## config.mk

```make
export PLATFORM = sky130hd
export DESIGN_NAME = ide_pio_timed_flat
export DESIGN_NICKNAME = d
export VERILOG_FILES = /design/src/rtl/ide_pio_timed_if.sv /design/src/rtl/ide_pio_timed.sv /design/src/flat_wrapper.sv
export SDC_FILE = /design/constraint.sdc
export NUM_CORES = 1
export LEC_CHECK = 0
export BUFFER_PORTS_ARGS = -buffer_cell sky130_fd_sc_hd__buf_4
export CAP_MARGIN = 20
export CORE_UTILIZATION = 48
export DETAILED_ROUTE_END_ITERATION = 10
export PLACE_DENSITY_LB_ADDON = 0.3
export SYNTH_ARGS = -nofsm -noshare
export SYNTH_HDL_FRONTEND = slang
export SYNTH_SLANG_ARGS = --single-unit
```

## constraint.sdc

```tcl
create_clock -name clk -period 2.5 [get_ports clk]
set_input_delay 0.75 -clock clk [delete_from_list [all_inputs] [get_ports clk]]
set_output_delay 0.75 -clock clk [all_outputs]
set_load 0.05 [all_outputs]
```

## src/rtl/ide_pio_timed_if.sv

```systemverilog
// ============================================================================
// Module   : ide_pio_timed_if
// Purpose  : Request-side and IDE-pin bundle for the timed IDE PIO engine.
//            Carries ide_iordy / iordy_tout when IDE_IORDY_EN is defined.
// Revision : 1.0 - initial release
// ============================================================================
`default_nettype none

interface ide_pio_timed_if #(
  parameter int DW = 16,
  parameter int AW = 3,
  parameter int TW = 4
);
  logic [TW-1:0] t1;
  logic [TW-1:0] t2;
  logic [TW-1:0] teoc;
  logic          rdy;
  logic          rdy_stb;
  logic [DW-1:0] rd_data;
  logic          dma_req;
  logic          dma_rnw;
  logic [DW-1:0] dma_out;
  logic          z80_req;
  logic          z80_rnw;
  logic [DW-1:0] z80_out;
  logic [AW-1:0] z80_a;
  logic          z80_cs0_n;
  logic          z80_cs1_n;
  logic [DW-1:0] ide_in;
  logic [DW-1:0] ide_out;
  logic [AW-1:0] ide_a;
  logic          ide_dir;
  logic          ide_cs0_n;
  logic          ide_cs1_n;
  logic          ide_rd_n;
  logic          ide_wr_n;
`ifdef IDE_IORDY_EN
  logic          ide_iordy;
  logic          iordy_tout;
`endif

  modport slave (
`ifdef IDE_IORDY_EN
    input  ide_iordy,
    output iordy_tout,
`endif
    input  t1, t2, teoc,
    input  dma_req, dma_rnw, dma_out,
    input  z80_req, z80_rnw, z80_out, z80_a, z80_cs0_n, z80_cs1_n,
    input  ide_in,
    output rdy, rdy_stb, rd_data,
    output ide_out, ide_a, ide_dir, ide_cs0_n, ide_cs1_n, ide_rd_n, ide_wr_n
  );

  modport master (
`ifdef IDE_IORDY_EN
    output ide_iordy,
    input  iordy_tout,
`endif
    output t1, t2, teoc,
    output dma_req, dma_rnw, dma_out,
    output z80_req, z80_rnw, z80_out, z80_a, z80_cs0_n, z80_cs1_n,
    output ide_in,
    input  rdy, rdy_stb, rd_data,
    input  ide_out, ide_a, ide_dir, ide_cs0_n, ide_cs1_n, ide_rd_n, ide_wr_n
  );
endinterface

`default_nettype wire

```

## src/rtl/ide_pio_timed.sv

```systemverilog
// ============================================================================
// Module   : ide_pio_timed
// Purpose  : One-at-a-time IDE PIO cycle engine, DMA over Z80, with runtime
//            setup/strobe/recovery timing. IDE_IORDY_EN adds IORDY stretching.
// Revision : 1.0 - initial release
// ============================================================================
`default_nettype none

module ide_pio_timed #(
  parameter int DW       = 16,
  parameter int AW       = 3,
  parameter int TW       = 4,
  parameter int IORDY_TO = 255
) (
  input  logic          clk,
  input  logic          reset,
  ide_pio_timed_if.slave bus
);

  typedef enum logic [1:0] {IDLE, SETUP, ACTIVE, RECOVER} state_t;

  state_t        state_q, state_d;
  logic [TW-1:0] cnt_q, cnt_d;
  logic [TW-1:0] t2_q, t2_d;
  logic [TW-1:0] teoc_q, teoc_d;
  logic          rnw_q, rnw_d;
  logic [DW-1:0] ide_out_q, ide_out_d;
  logic [DW-1:0] rd_data_q, rd_data_d;
  logic [AW-1:0] ide_a_q, ide_a_d;
  logic          ide_dir_q, ide_dir_d;
  logic          cs0_n_q, cs0_n_d;
  logic          cs1_n_q, cs1_n_d;
  logic          rd_n_q, rd_n_d;
  logic          wr_n_q, wr_n_d;
  logic          rdy_stb_q, rdy_stb_d;
  logic          active_done;

`ifdef IDE_IORDY_EN
  localparam int EW = $clog2(IORDY_TO + 1);
  logic [EW-1:0] ext_q, ext_d;
  logic          tout_q, tout_d;

  assign active_done    = bus.ide_iordy || (ext_q == EW'(IORDY_TO));
  assign bus.iordy_tout = tout_q;
`else
  logic unused_iordy_to;
  assign unused_iordy_to = ^IORDY_TO;
  assign active_done     = 1'b1;
`endif

  // Counter is loaded with phase length minus one; zero programs as one cycle.
  function automatic logic [TW-1:0] ph_last(input logic [TW-1:0] t);
    return (t == '0) ? '0 : t - TW'(1);
  endfunction

  always_comb begin
    state_d   = state_q;
    cnt_d     = cnt_q;
    t2_d      = t2_q;
    teoc_d    = teoc_q;
    rnw_d     = rnw_q;
    ide_out_d = ide_out_q;
    rd_data_d = rd_data_q;
    ide_a_d   = ide_a_q;
    ide_dir_d = ide_dir_q;
    cs0_n_d   = cs0_n_q;
    cs1_n_d   = cs1_n_q;
    rd_n_d    = rd_n_q;
    wr_n_d    = wr_n_q;
    rdy_stb_d = 1'b0;
`ifdef IDE_IORDY_EN
    ext_d     = ext_q;
    tout_d    = tout_q;
`endif
    unique case (state_q)
      IDLE: begin
        if (bus.dma_req || bus.z80_req) begin
          state_d = SETUP;
          cnt_d   = ph_last(bus.t1);
          t2_d    = bus.t2;
          teoc_d  = bus.teoc;
          if (bus.dma_req) begin
            rnw_d     = bus.dma_rnw;
            ide_out_d = bus.dma_out;
            ide_a_d   = '0;
            cs0_n_d   = 1'b0;
            cs1_n_d   = 1'b1;
          end else begin
            rnw_d     = bus.z80_rnw;
            ide_out_d = bus.z80_out;
            ide_a_d   = bus.z80_a;
            cs0_n_d   = bus.z80_cs0_n;
            cs1_n_d   = bus.z80_cs1_n;
          end
          ide_dir_d = rnw_d;
`ifdef IDE_IORDY_EN
          ext_d  = '0;
          tout_d = 1'b0;
`endif
        end
      end
      SETUP: begin
        if (cnt_q == '0) begin
          state_d = ACTIVE;
          cnt_d   = ph_last(t2_q);
          rd_n_d  = ~rnw_q;
          wr_n_d  = rnw_q;
        end else begin
          cnt_d = cnt_q - TW'(1);
        end
      end
      ACTIVE: begin
        if (cnt_q != '0) begin
          cnt_d = cnt_q - TW'(1);
        end else if (active_done) begin
          state_d   = RECOVER;
          cnt_d     = ph_last(teoc_q);
          rd_n_d    = 1'b1;
          wr_n_d    = 1'b1;
          rdy_stb_d = (ph_last(teoc_q) == '0);
          if (rnw_q) rd_data_d = bus.ide_in;
`ifdef IDE_IORDY_EN
          if (!bus.ide_iordy) tout_d = 1'b1;
`endif
        end
`ifdef IDE_IORDY_EN
        else begin
          ext_d = ext_q + EW'(1);
        end
`endif
      end
      RECOVER: begin
        // Select lines survive exactly one recovery cycle before release.
        cs0_n_d   = 1'b1;
        cs1_n_d   = 1'b1;
        ide_a_d   = '0;
        ide_dir_d = 1'b1;
        if (cnt_q == '0) begin
          state_d = IDLE;
        end else begin
          cnt_d     = cnt_q - TW'(1);
          rdy_stb_d = (cnt_q == TW'(1));
        end
      end
      default: state_d = IDLE;
    endcase
  end

  always_ff @(posedge clk or posedge reset) begin
    if (reset) begin
      state_q   <= IDLE;
      cnt_q     <= '0;
      t2_q      <= '0;
      teoc_q    <= '0;
      rnw_q     <= 1'b0;
      ide_out_q <= '0;
      rd_data_q <= '0;
      ide_a_q   <= '0;
      ide_dir_q <= 1'b1;
      cs0_n_q   <= 1'b1;
      cs1_n_q   <= 1'b1;
      rd_n_q    <= 1'b1;
      wr_n_q    <= 1'b1;
      rdy_stb_q <= 1'b0;
`ifdef IDE_IORDY_EN
      ext_q     <= '0;
      tout_q    <= 1'b0;
`endif
    end else begin
      state_q   <= state_d;
      cnt_q     <= cnt_d;
      t2_q      <= t2_d;
      teoc_q    <= teoc_d;
      rnw_q     <= rnw_d;
      ide_out_q <= ide_out_d;
      rd_data_q <= rd_data_d;
      ide_a_q   <= ide_a_d;
      ide_dir_q <= ide_dir_d;
      cs0_n_q   <= cs0_n_d;
      cs1_n_q   <= cs1_n_d;
      rd_n_q    <= rd_n_d;
      wr_n_q    <= wr_n_d;
      rdy_stb_q <= rdy_stb_d;
`ifdef IDE_IORDY_EN
      ext_q     <= ext_d;
      tout_q    <= tout_d;
`endif
    end
  end

  assign bus.rdy       = (state_q == IDLE);
  assign bus.rdy_stb   = rdy_stb_q;
  assign bus.rd_data   = rd_data_q;
  assign bus.ide_out   = ide_out_q;
  assign bus.ide_a     = ide_a_q;
  assign bus.ide_dir   = ide_dir_q;
  assign bus.ide_cs0_n = cs0_n_q;
  assign bus.ide_cs1_n = cs1_n_q;
  assign bus.ide_rd_n  = rd_n_q;
  assign bus.ide_wr_n  = wr_n_q;

endmodule

`default_nettype wire

```

## src/flat_wrapper.sv

```systemverilog
// flat-port wrapper written by rule: the top's interface ports become plain ports
module ide_pio_timed_flat 
#(
  parameter int DW       = 16,
  parameter int AW       = 3,
  parameter int TW       = 4,
  parameter int IORDY_TO = 255
)
  (clk, reset, bus_t1, bus_t2, bus_teoc, bus_dma_req, bus_dma_rnw, bus_dma_out, bus_z80_req, bus_z80_rnw, bus_z80_out, bus_z80_a, bus_z80_cs0_n, bus_z80_cs1_n, bus_ide_in, bus_rdy, bus_rdy_stb, bus_rd_data, bus_ide_out, bus_ide_a, bus_ide_dir, bus_ide_cs0_n, bus_ide_cs1_n, bus_ide_rd_n, bus_ide_wr_n);
  ide_pio_timed_if #(.DW(DW), .AW(AW), .TW(TW)) bus_i ();
  input  logic clk;
  input  logic reset;
  input wire logic [$bits(bus_i.t1)-1:0] bus_t1;
  input wire logic [$bits(bus_i.t2)-1:0] bus_t2;
  input wire logic [$bits(bus_i.teoc)-1:0] bus_teoc;
  input wire logic [$bits(bus_i.dma_req)-1:0] bus_dma_req;
  input wire logic [$bits(bus_i.dma_rnw)-1:0] bus_dma_rnw;
  input wire logic [$bits(bus_i.dma_out)-1:0] bus_dma_out;
  input wire logic [$bits(bus_i.z80_req)-1:0] bus_z80_req;
  input wire logic [$bits(bus_i.z80_rnw)-1:0] bus_z80_rnw;
  input wire logic [$bits(bus_i.z80_out)-1:0] bus_z80_out;
  input wire logic [$bits(bus_i.z80_a)-1:0] bus_z80_a;
  input wire logic [$bits(bus_i.z80_cs0_n)-1:0] bus_z80_cs0_n;
  input wire logic [$bits(bus_i.z80_cs1_n)-1:0] bus_z80_cs1_n;
  input wire logic [$bits(bus_i.ide_in)-1:0] bus_ide_in;
  output wire logic [$bits(bus_i.rdy)-1:0] bus_rdy;
  output wire logic [$bits(bus_i.rdy_stb)-1:0] bus_rdy_stb;
  output wire logic [$bits(bus_i.rd_data)-1:0] bus_rd_data;
  output wire logic [$bits(bus_i.ide_out)-1:0] bus_ide_out;
  output wire logic [$bits(bus_i.ide_a)-1:0] bus_ide_a;
  output wire logic [$bits(bus_i.ide_dir)-1:0] bus_ide_dir;
  output wire logic [$bits(bus_i.ide_cs0_n)-1:0] bus_ide_cs0_n;
  output wire logic [$bits(bus_i.ide_cs1_n)-1:0] bus_ide_cs1_n;
  output wire logic [$bits(bus_i.ide_rd_n)-1:0] bus_ide_rd_n;
  output wire logic [$bits(bus_i.ide_wr_n)-1:0] bus_ide_wr_n;
  assign bus_i.t1 = bus_t1;
  assign bus_i.t2 = bus_t2;
  assign bus_i.teoc = bus_teoc;
  assign bus_i.dma_req = bus_dma_req;
  assign bus_i.dma_rnw = bus_dma_rnw;
  assign bus_i.dma_out = bus_dma_out;
  assign bus_i.z80_req = bus_z80_req;
  assign bus_i.z80_rnw = bus_z80_rnw;
  assign bus_i.z80_out = bus_z80_out;
  assign bus_i.z80_a = bus_z80_a;
  assign bus_i.z80_cs0_n = bus_z80_cs0_n;
  assign bus_i.z80_cs1_n = bus_z80_cs1_n;
  assign bus_i.ide_in = bus_ide_in;
  assign bus_rdy = bus_i.rdy;
  assign bus_rdy_stb = bus_i.rdy_stb;
  assign bus_rd_data = bus_i.rd_data;
  assign bus_ide_out = bus_i.ide_out;
  assign bus_ide_a = bus_i.ide_a;
  assign bus_ide_dir = bus_i.ide_dir;
  assign bus_ide_cs0_n = bus_i.ide_cs0_n;
  assign bus_ide_cs1_n = bus_i.ide_cs1_n;
  assign bus_ide_rd_n = bus_i.ide_rd_n;
  assign bus_ide_wr_n = bus_i.ide_wr_n;
  ide_pio_timed #(.DW(DW), .AW(AW), .TW(TW), .IORDY_TO(IORDY_TO)) u_core (.clk(clk), .reset(reset), .bus(bus_i));
endmodule
```

==> flow_metrics.py, run 1 <==
metrics = {
    "outcome": {
        "status": "completed",
    },
    "clocking": {
        "hold_buffers": 0,
        "postCtsResizedCells": 0,
        "cts_tree": "done",
        "clock_latency_ns": 0.31,
        "cts.clk_slew.worst_paths_ns": 0.11,
        "cts_num_sinks": 56,
        "clockRootBuffer": "clkbuf_8",
        "cts.path.max_buffers": 2,
        "cts_buffers": 5,
        "htreeDepth": 2,
        "post-cts-setup-buffers": 0,
    },
    "setup_path": {
        "reg2reg_from": "u_core.state_q[1]",
        "start_kind": "register",
        "r2r_slack_ns": 0.48,
        "rr_endpoint": "u_core.cnt_q[2]",
        "crit_start": "u_core.state_q[1]",
        "r2r_cells": 6,
        "required_ns": 1.75,
        "max_stage_delay_ns": 0.45,
        "crit_slowest_cell": "ha_1",
        "cp.arrival_ns": 1.56,
        "cp_max_fo": 12,
        "crit_type": "register to primary output",
        "critical_path_buf_inv_count": 2,
        "cpLargestDelayFamily": "adder cells",
        "crit_chain": "inv_1 -> ha_1 -> buf_4",
        "end_kind": "primary output",
    },
    "global_route": {
        "grtUsageTotal_pct": 21.9,
        "grt_pass1_vias": 2371,
        "grt_pass1_wl_mm": 10.7,
        "grt_max_degree": 57,
        "antenna_found_initial": 0,
        "grt.overflow.total": 0,
    },
    "drt": {
        "post_drt_wl_per_cell_um": 14.2,
        "wl_mm": 6.35,
        "routed_via_density": 5.30,
        "ant_nets": 0,
        "drc": 0,
        "via_count": 2374,
        "dr.pass1.iters": 4,
        "drtIter0Drc": 110,
    },
    "floorplanning": {
        "chipWidth_um": 78.8,
        "io_pins": 113,
        "core_um2": 5610,
        "std_cell_rows": 27,
        "dieArea_um2": 6210,
        "chipHeight_um": 78.8,
        "initial_utilization_pct": 50.5,
    },
    "layout": {
        "fin_util_pct": 68.5,
        "area_growth_pct": 35.7,
        "fin_nets": 454,
        "antenna_cells": 0,
        "drive_gt1_share_pct": 37.2,
        "n_fill_cell": 470,
    },
    "yosys": {
        "synth_nets": 344,
        "synth_ff_type": "dfrtp_1",
        "syn_area_um2": 2830,
        "synth_warnings": 0,
        "post_synth.cell_area_avg_um2": 10.7,
        "synth_top_area_share_pct": 45.1,
        "yosys.area.top_type": "dfrtp_1",
        "async_flop_share_pct": 100,
        "synth_area_leaders": "dfrtp_1, mux2_1, mux2i_1, dfstp_2, o21ai_1",
        "ys_ff_latch": 56,
        "synth_edf_count": 0,
        "syn_inst": 265,
        "yosysUniqueCellTypes": 45,
        "ys_seq_area_share_pct": 49.7,
    },
    "pwr": {
        "ir_drop_uv": 796,
        "p_per_area_nw_per_um2": 1410,
        "leakage_nw": 1.86,
    },
    "timing": {
        "hold_viol": 0,
        "tightestPinTransition_ns": 0.466,
        "max_freq_ghz": 0.432,
        "slew_headroom_pct": 68.9,
        "slew_viol_final": 0,
        "fin_setup_tns_ns": 0,
        "fin_crit_ns": 2.31,
        "finalCritPeriodShare_pct": 92.6,
        "rsz0062_at_grt": "false",
        "finalSetupViolCount": 0,
        "skew_ns": 0.0131,
    },
    "placed_design": {
        "dp_hpwl_mm": 4.83,
        "io_buffers": 112,
        "gp_congestion": 0.832,
    },
    "min_path": {
        "hold_class": "input port to async pin",
    },
    "flow_run": {
        "drv_cap": 0,
    },
}
metal layers:
layer  vias up  GRT usage (%)  wire length, um
met1      1137           26.1             2600
li1       1168              -                -
met5         -              0                0
met3         5           4.14              276
met2        64           39.7             3410
met4         0           6.85               70
power by group:
group / switching (mW) / internal (mW) / leakage, nW
clock: 0.314 / 0.205 / 0.0487
combinational: 2.08 / 1.13 / 1.14
sequential: 0.323 / 1.37 / 0.671
stage by stage:
stage	power (mW)	setup WS (ns)	std cells	hold slack (ns)	cell area, um2
after global routing	5.79	0.0901	448	0.512	3840
after floorplan	3.99	0.387	265	0.488	2830
final	5.42	0.185	448	0.486	3840
after detailed placement	4.94	0.496	440	0.477	3740
after global placement	4.84	0.538	440	0.469	3740
after CTS	5.46	0.189	448	0.494	3840
cells in the mapped netlist, types with 3 or more instances:
library cell,count
nor2_1,11
clkbuf_1,5
dfrtp_1,51
a31oi_1,3
o21ai_0,8
dfstp_2,5
a22oi_1,3
o21ai_1,22
nand3_1,3
mux2_1,24
nand2_1,26
a21oi_1,7
mux2i_1,17
inv_1,15
nor3_1,9
ha_1,8
buf_2,8
cell families after synthesis:
logic type	Yosys count	share of synthesized area, %
DFF	56	49.7
and+or+nand+nor	64	11.8
xor gates and xnor gates	1	0.310
buffers and inverters	30	4.33
adders and majority gates	8	3.54
AOI/OAI and AO/OA	65	14.7
muxes	41	15.6
worst min-delay path: cells and delay by family:
kind / cells / cell delay, ns
buffers and inverters: 3 / 0.45
state kept, by name, summed over array words and instances (netlist names):
register,cells
u_core.bus.ide_a,3
u_core.bus.ide_cs0_n,1
u_core.bus.ide_cs1_n,1
u_core.bus.ide_dir,1
u_core.bus.ide_out,16
u_core.bus.ide_rd_n,1
u_core.bus.ide_wr_n,1
u_core.bus.rd_data,16
u_core.bus.rdy_stb,1
u_core.cnt_q,4
u_core.rnw_q,1
u_core.state_q,2
u_core.t2_q,4
u_core.teoc_q,4
cells in the final DEF, fill, tap and decap left out, types with 8 or more instances in the layout:
cell type  count
inv_1         14
nand2_1       26
nor3_1         9
o21ai_1       22
ha_1           8
nor2_1        11
o21ai_0        8
mux2_1        24
dfrtp_1       51
buf_4        115
mux2i_1       17
how the worst max path moves through the flow:
stage,to,slack [ns],cells past startpoint
2_1_floorplan,u_core.bus.ide_a[0],0.39,1
3_3_place_gp,u_core.cnt_q[3],0.54,5
3_5_place_dp,u_core.cnt_q[2],0.50,5
4_1_cts,bus_rdy,0.19,3
5_1_grt,bus_rdy,0.09,3
6_report,bus_rdy,0.19,3
area by class of cell:
class	instances	area (um2)	share of cell area [%]
Sequential cell	56	1410	36.7
Multi-Input combinational cell	179	1300	33.9
Timing Repair Buffer	116	883	23.0
Tap cell	72	90.1	2.35
Clock buffer	5	68.8	1.79
Inverter	17	63.8	1.66
Clock inverter	3	26.3	0.684
Note: power is estimated with default switching activity, not from simulation.
==> inputs of run 2 (changes only) <==
==> constraint.sdc (replaced) <==
create_clock -name clk -period 2.5 [get_ports clk]
set_input_delay 0.75 -clock clk [delete_from_list [all_inputs] [get_ports clk]]
set_output_delay 0.75 -clock clk [all_outputs]
set_load 0.005 [all_outputs]
==> flow_metrics.py, run 2 (synthesis gave the netlist of run 1 again) <==
metrics = {
    "placed_design": {
        "placed_cells": 439,
        "gp_congestion": 0.824,
        "preCtsSetupSlack_ns": 0.489,
        "io_buffers": 112,
        "dp_hpwl_mm": 4.58,
    },
    "global_route": {
        "grt_pass1_vias": 2219,
        "grt_pass1_wl_mm": 9.95,
        "grtUsageTotal_pct": 20.5,
        "grt.overflow.total": 0,
        "antenna_found_initial": 0,
        "grt_max_degree": 57,
    },
    "setup_path": {
        "end_kind": "primary output",
        "cp_max_fo": 12,
        "crit_type": "register to primary output",
        "required_ns": 1.75,
        "cp.arrival_ns": 1.45,
        "start_kind": "register",
        "r2r_cells": 4,
    },
    "clocking": {
        "post-cts-setup-buffers": 0,
        "postCtsResizedCells": 0,
        "cts_num_sinks": 56,
        "clock_latency_ns": 0.31,
        "cts.path.max_buffers": 2,
        "cts_buffers": 5,
        "htreeDepth": 2,
        "hold_buffers": 0,
        "cts_tree": "done",
        "cts.clk_slew.worst_paths_ns": 0.10,
        "clockRootBuffer": "clkbuf_8",
    },
    "timing": {
        "fin_ws_ns": 0.302,
        "hold_viol": 0,
        "slew_viol_final": 0,
        "skew_ns": 0.00418,
        "finalSetupViolCount": 0,
        "slew_headroom_pct": 68.3,
        "finalCritPeriodShare_pct": 87.9,
        "rsz0062_at_grt": "false",
        "fin_setup_tns_ns": 0,
        "max_freq_ghz": 0.455,
        "fin_crit_ns": 2.20,
        "tightestPinTransition_ns": 0.476,
    },
    "drt": {
        "dr.pass1.iters": 4,
        "ant_nets": 0,
        "routed_via_density": 5.26,
        "drc": 0,
        "wl_mm": 6.10,
        "via_count": 2352,
        "drtIter0Drc": 140,
        "post_drt_wl_per_cell_um": 13.7,
    },
    "min_path": {
        "hold_class": "input port to async pin",
    },
    "layout": {
        "layout_commonest_cell": "buf_4",
        "mostFrequentLayoutCells": "buf_4, dfrtp_1, nand2_1",
        "drive_gt1_share_pct": 37.1,
        "antenna_cells": 0,
        "fin_util_pct": 69.3,
        "instances_no_fill": 447,
        "area_growth_pct": 37.4,
        "fin_nets": 453,
    },
    "pwr": {
        "p_per_area_nw_per_um2": 1150,
        "leakage_nw": 1.88,
        "ir_drop_uv": 653,
        "power.total_mw": 4.46,
    },
    "outcome": {
        "status": "completed",
    },
    "flow_run": {
        "drv_cap": 0,
    },
    "floorplanning": {
        "io_pins": 113,
        "std_cell_rows": 27,
        "chipWidth_um": 78.8,
        "dieArea_um2": 6210,
        "chipHeight_um": 78.8,
        "initial_utilization_pct": 50.5,
        "core_um2": 5610,
    },
}
[run 2: cell types whose count changed in the layout (fill, tap and decap cells not counted)]
cell	before	now
buf_12	1	2
buf_4	115	113
bufinv_16	0	2
clkinv_4	2	0
[run 2: final cells by class]
class	count	area [um2]
Multi-Input combinational cell	179	1300
Inverter	17	63.8
Tap cell	72	90.1
Fill cell	457	1720
Clock inverter	3	68.8
Clock buffer	5	68.8
Sequential cell	56	1410
Timing Repair Buffer	115	888
[run 2: layer usage]
layer	global-route usage, %	up-vias	wire [um]
met5	0	-	0
met4	6.48	0	80
met3	4.83	7	322
met2	36.0	65	3190
met1	24.8	1118	2510
li1	-	1162	-
[run 2: per-stage QoR]
| stage | area, um2 | hold slack, ns |
|---|---|---|
| 3_3_place_gp | 3750 | 0.468 |
| 4_1_cts | 3890 | 0.491 |
| 3_5_place_dp | 3750 | 0.477 |
| 6_report | 3890 | 0.485 |
| 5_1_grt | 3890 | 0.502 |
| 2_1_floorplan | 2830 | 0.470 |
[run 2: power breakdown]
group / internal [mW] / switching (mW) / total (mW)
logic: 1.10 / 0.969 / 2.07
clock network: 0.403 / 0.289 / 0.692
registers: 1.37 / 0.329 / 1.70
total: 2.87 / 1.59 / 4.46
[run 2: worst paths after layout]
| check | slack, ns | start | endpoint |
|---|---|---|---|
| min reg2reg | 0.49 | u_core.bus.ide_cs1_n | u_core.bus.ide_cs1_n |
| max reg2reg | 0.48 | u_core.state_q[0] | u_core.bus.rd_data[1] |
| max | 0.30 | u_core.state_q[1] | bus_rdy |
| min in group clk | 0.49 | u_core.bus.ide_cs1_n | u_core.bus.ide_cs1_n |
| max in group asynchronous | 1.71 | reset | u_core.bus.ide_cs1_n |
| min | 0.48 | reset | u_core.teoc_q[3] |
[run 2: worst max-delay path: stages (launching register included)]
cell and delay [ns]:
dfrtp_1 0.41, inv_1 0.11, ha_1 0.43, buf_4 0.19
==> inputs of run 3 (changes only) <==
--- a/config.mk
+++ b/config.mk
@@ -9,7 +9,7 @@
 export CAP_MARGIN = 20
 export CORE_UTILIZATION = 48
 export DETAILED_ROUTE_END_ITERATION = 10
-export PLACE_DENSITY_LB_ADDON = 0.3
+export PLACE_DENSITY = 0.9
 export SYNTH_ARGS = -nofsm -noshare
 export SYNTH_HDL_FRONTEND = slang
 export SYNTH_SLANG_ARGS = --single-unit
==> flow_metrics.py, run 3 (synthesis gave the netlist of run 1 again) <==
metrics = {
    "layout": {
        "layout_commonest_cell": "buf_4",
        "antenna_cells": 0,
        "fin_nets": 454,
        "mostFrequentLayoutCells": "buf_4, dfrtp_1, nand2_1",
        "area_growth_pct": 35.6,
        "final_area_um2": 3840,
        "drive_gt1_share_pct": 37.2,
    },
    "placed_design": {
        "gp_congestion": 0.799,
        "placed_cell_area_um2": 3740,
        "preCtsSetupSlack_ns": 0.509,
        "io_buffers": 112,
        "dp_hpwl_mm": 5.09,
    },
    "setup_path": {
        "start_kind": "register",
        "r2r_slack_ns": 0.49,
        "required_ns": 1.75,
        "crit_type": "register to primary output",
        "end_kind": "primary output",
        "cp.arrival_ns": 1.48,
        "cp_max_fo": 12,
    },
    "floorplanning": {
        "chipHeight_um": 78.8,
        "std_cell_rows": 27,
        "dieArea_um2": 6210,
        "initial_utilization_pct": 50.5,
        "io_pins": 113,
        "chipWidth_um": 78.8,
        "core_um2": 5610,
    },
    "pwr": {
        "ir_drop_uv": 649,
        "leakage_nw": 1.85,
        "power.total_mw": 4.30,
        "p_per_area_nw_per_um2": 1120,
    },
    "drt": {
        "routed_via_density": 5.32,
        "dr.pass1.iters": 4,
        "ant_nets": 0,
        "drtIter0Drc": 183,
        "wl_mm": 6.60,
        "post_drt_wl_per_cell_um": 14.7,
        "drc": 0,
        "via_count": 2384,
    },
    "clocking": {
        "htreeDepth": 2,
        "cts_buffers": 5,
        "post-cts-setup-buffers": 0,
        "cts_num_sinks": 56,
        "clockRootBuffer": "clkbuf_8",
        "cts_tree": "done",
        "hold_buffers": 0,
        "cts.path.max_buffers": 2,
        "cts.clk_slew.worst_paths_ns": 0.10,
        "clock_latency_ns": 0.31,
        "postCtsResizedCells": 0,
    },
    "timing": {
        "max_freq_ghz": 0.448,
        "slew_headroom_pct": 65.6,
        "fin_ws_ns": 0.270,
        "fin_setup_tns_ns": 0,
        "finalCritPeriodShare_pct": 89.2,
        "fin_crit_ns": 2.23,
        "finalSetupViolCount": 0,
        "hold_viol": 0,
        "slew_viol_final": 0,
        "tightestPinTransition_ns": 0.515,
        "rsz0062_at_grt": "false",
        "skew_ns": 0.00684,
        "holdWs_ns": 0.457,
    },
    "global_route": {
        "antenna_found_initial": 0,
        "grt.overflow.total": 0,
        "grtUsageTotal_pct": 23.2,
        "grt_pass1_vias": 2479,
        "grt_max_degree": 34,
        "grt_pass1_wl_mm": 11.3,
    },
    "min_path": {
        "hold_class": "input port to async pin",
    },
    "outcome": {
        "status": "completed",
    },
    "flow_run": {
        "drv_cap": 0,
    },
}
-- run 3: changes by cell type in the layout (fill, tap and decap cells not counted) --
cell,delta
bufinv_16,-2
buf_12,-1
clkinvlp_4,+2
buf_4,+2
inv_6,-1
clkinv_4,+1
-- run 3: critical path, cell delays in order, from the launching register on --
cell and delay, ns:
dfrtp_1 0.42, inv_1 0.10, ha_1 0.45, buf_4 0.20
-- run 3: metal layers --
metal | wire, um | part of all wire, % | vias up | global-route usage (%)
li1 | - | - | 1161 | -
met1 | 2660 | 40 | 1145 | 26.7
met2 | 3520 | 53 | 70 | 42.5
met3 | 338 | 5.1 | 8 | 5.17
met4 | 85 | 1.3 | 0 | 7.41
met5 | 0 | 0 | - | 0
-- run 3: metrics by stage --
| step | instances | utilization (%) |
|---|---|---|
| 2_1_floorplan | 265 | - |
| 3_3_place_gp | 440 | 66.8 |
| 3_5_place_dp | 440 | 66.8 |
| 4_1_cts | 448 | 68.4 |
| 5_1_grt | 448 | 68.4 |
| 6_report | 448 | 68.4 |
-- run 3: area by class of cell --
class / count / area [um2]
Fill cell: 471 / 1770
Sequential cell: 56 / 1410
Multi-Input combinational cell: 179 / 1300
Timing Repair Buffer: 116 / 883
Tap cell: 72 / 90.1
Clock buffer: 5 / 68.8
Inverter: 17 / 63.8
Clock inverter: 3 / 23.8
-- run 3: where the power goes --
group	total, mW	switching (mW)	internal (mW)
sequential	1.70	0.331	1.37
combinational	2.09	0.996	1.10
clock	0.510	0.311	0.199
-- run 3: worst paths after layout --
kind                       cells past startpoint                   start                endpoint
setup / recovery                               3       u_core.state_q[1]                 bus_rdy
setup reg to reg                               5         u_core.cnt_q[0]   u_core.bus.rd_data[7]
max in group asynchronous                      3                   reset    u_core.bus.ide_cs0_n
min in group clk                               2  u_core.bus.ide_out[11]  u_core.bus.ide_out[11]
hold reg to reg                                2  u_core.bus.ide_out[11]  u_core.bus.ide_out[11]
hold / removal                                 2                   reset   u_core.bus.rd_data[1]
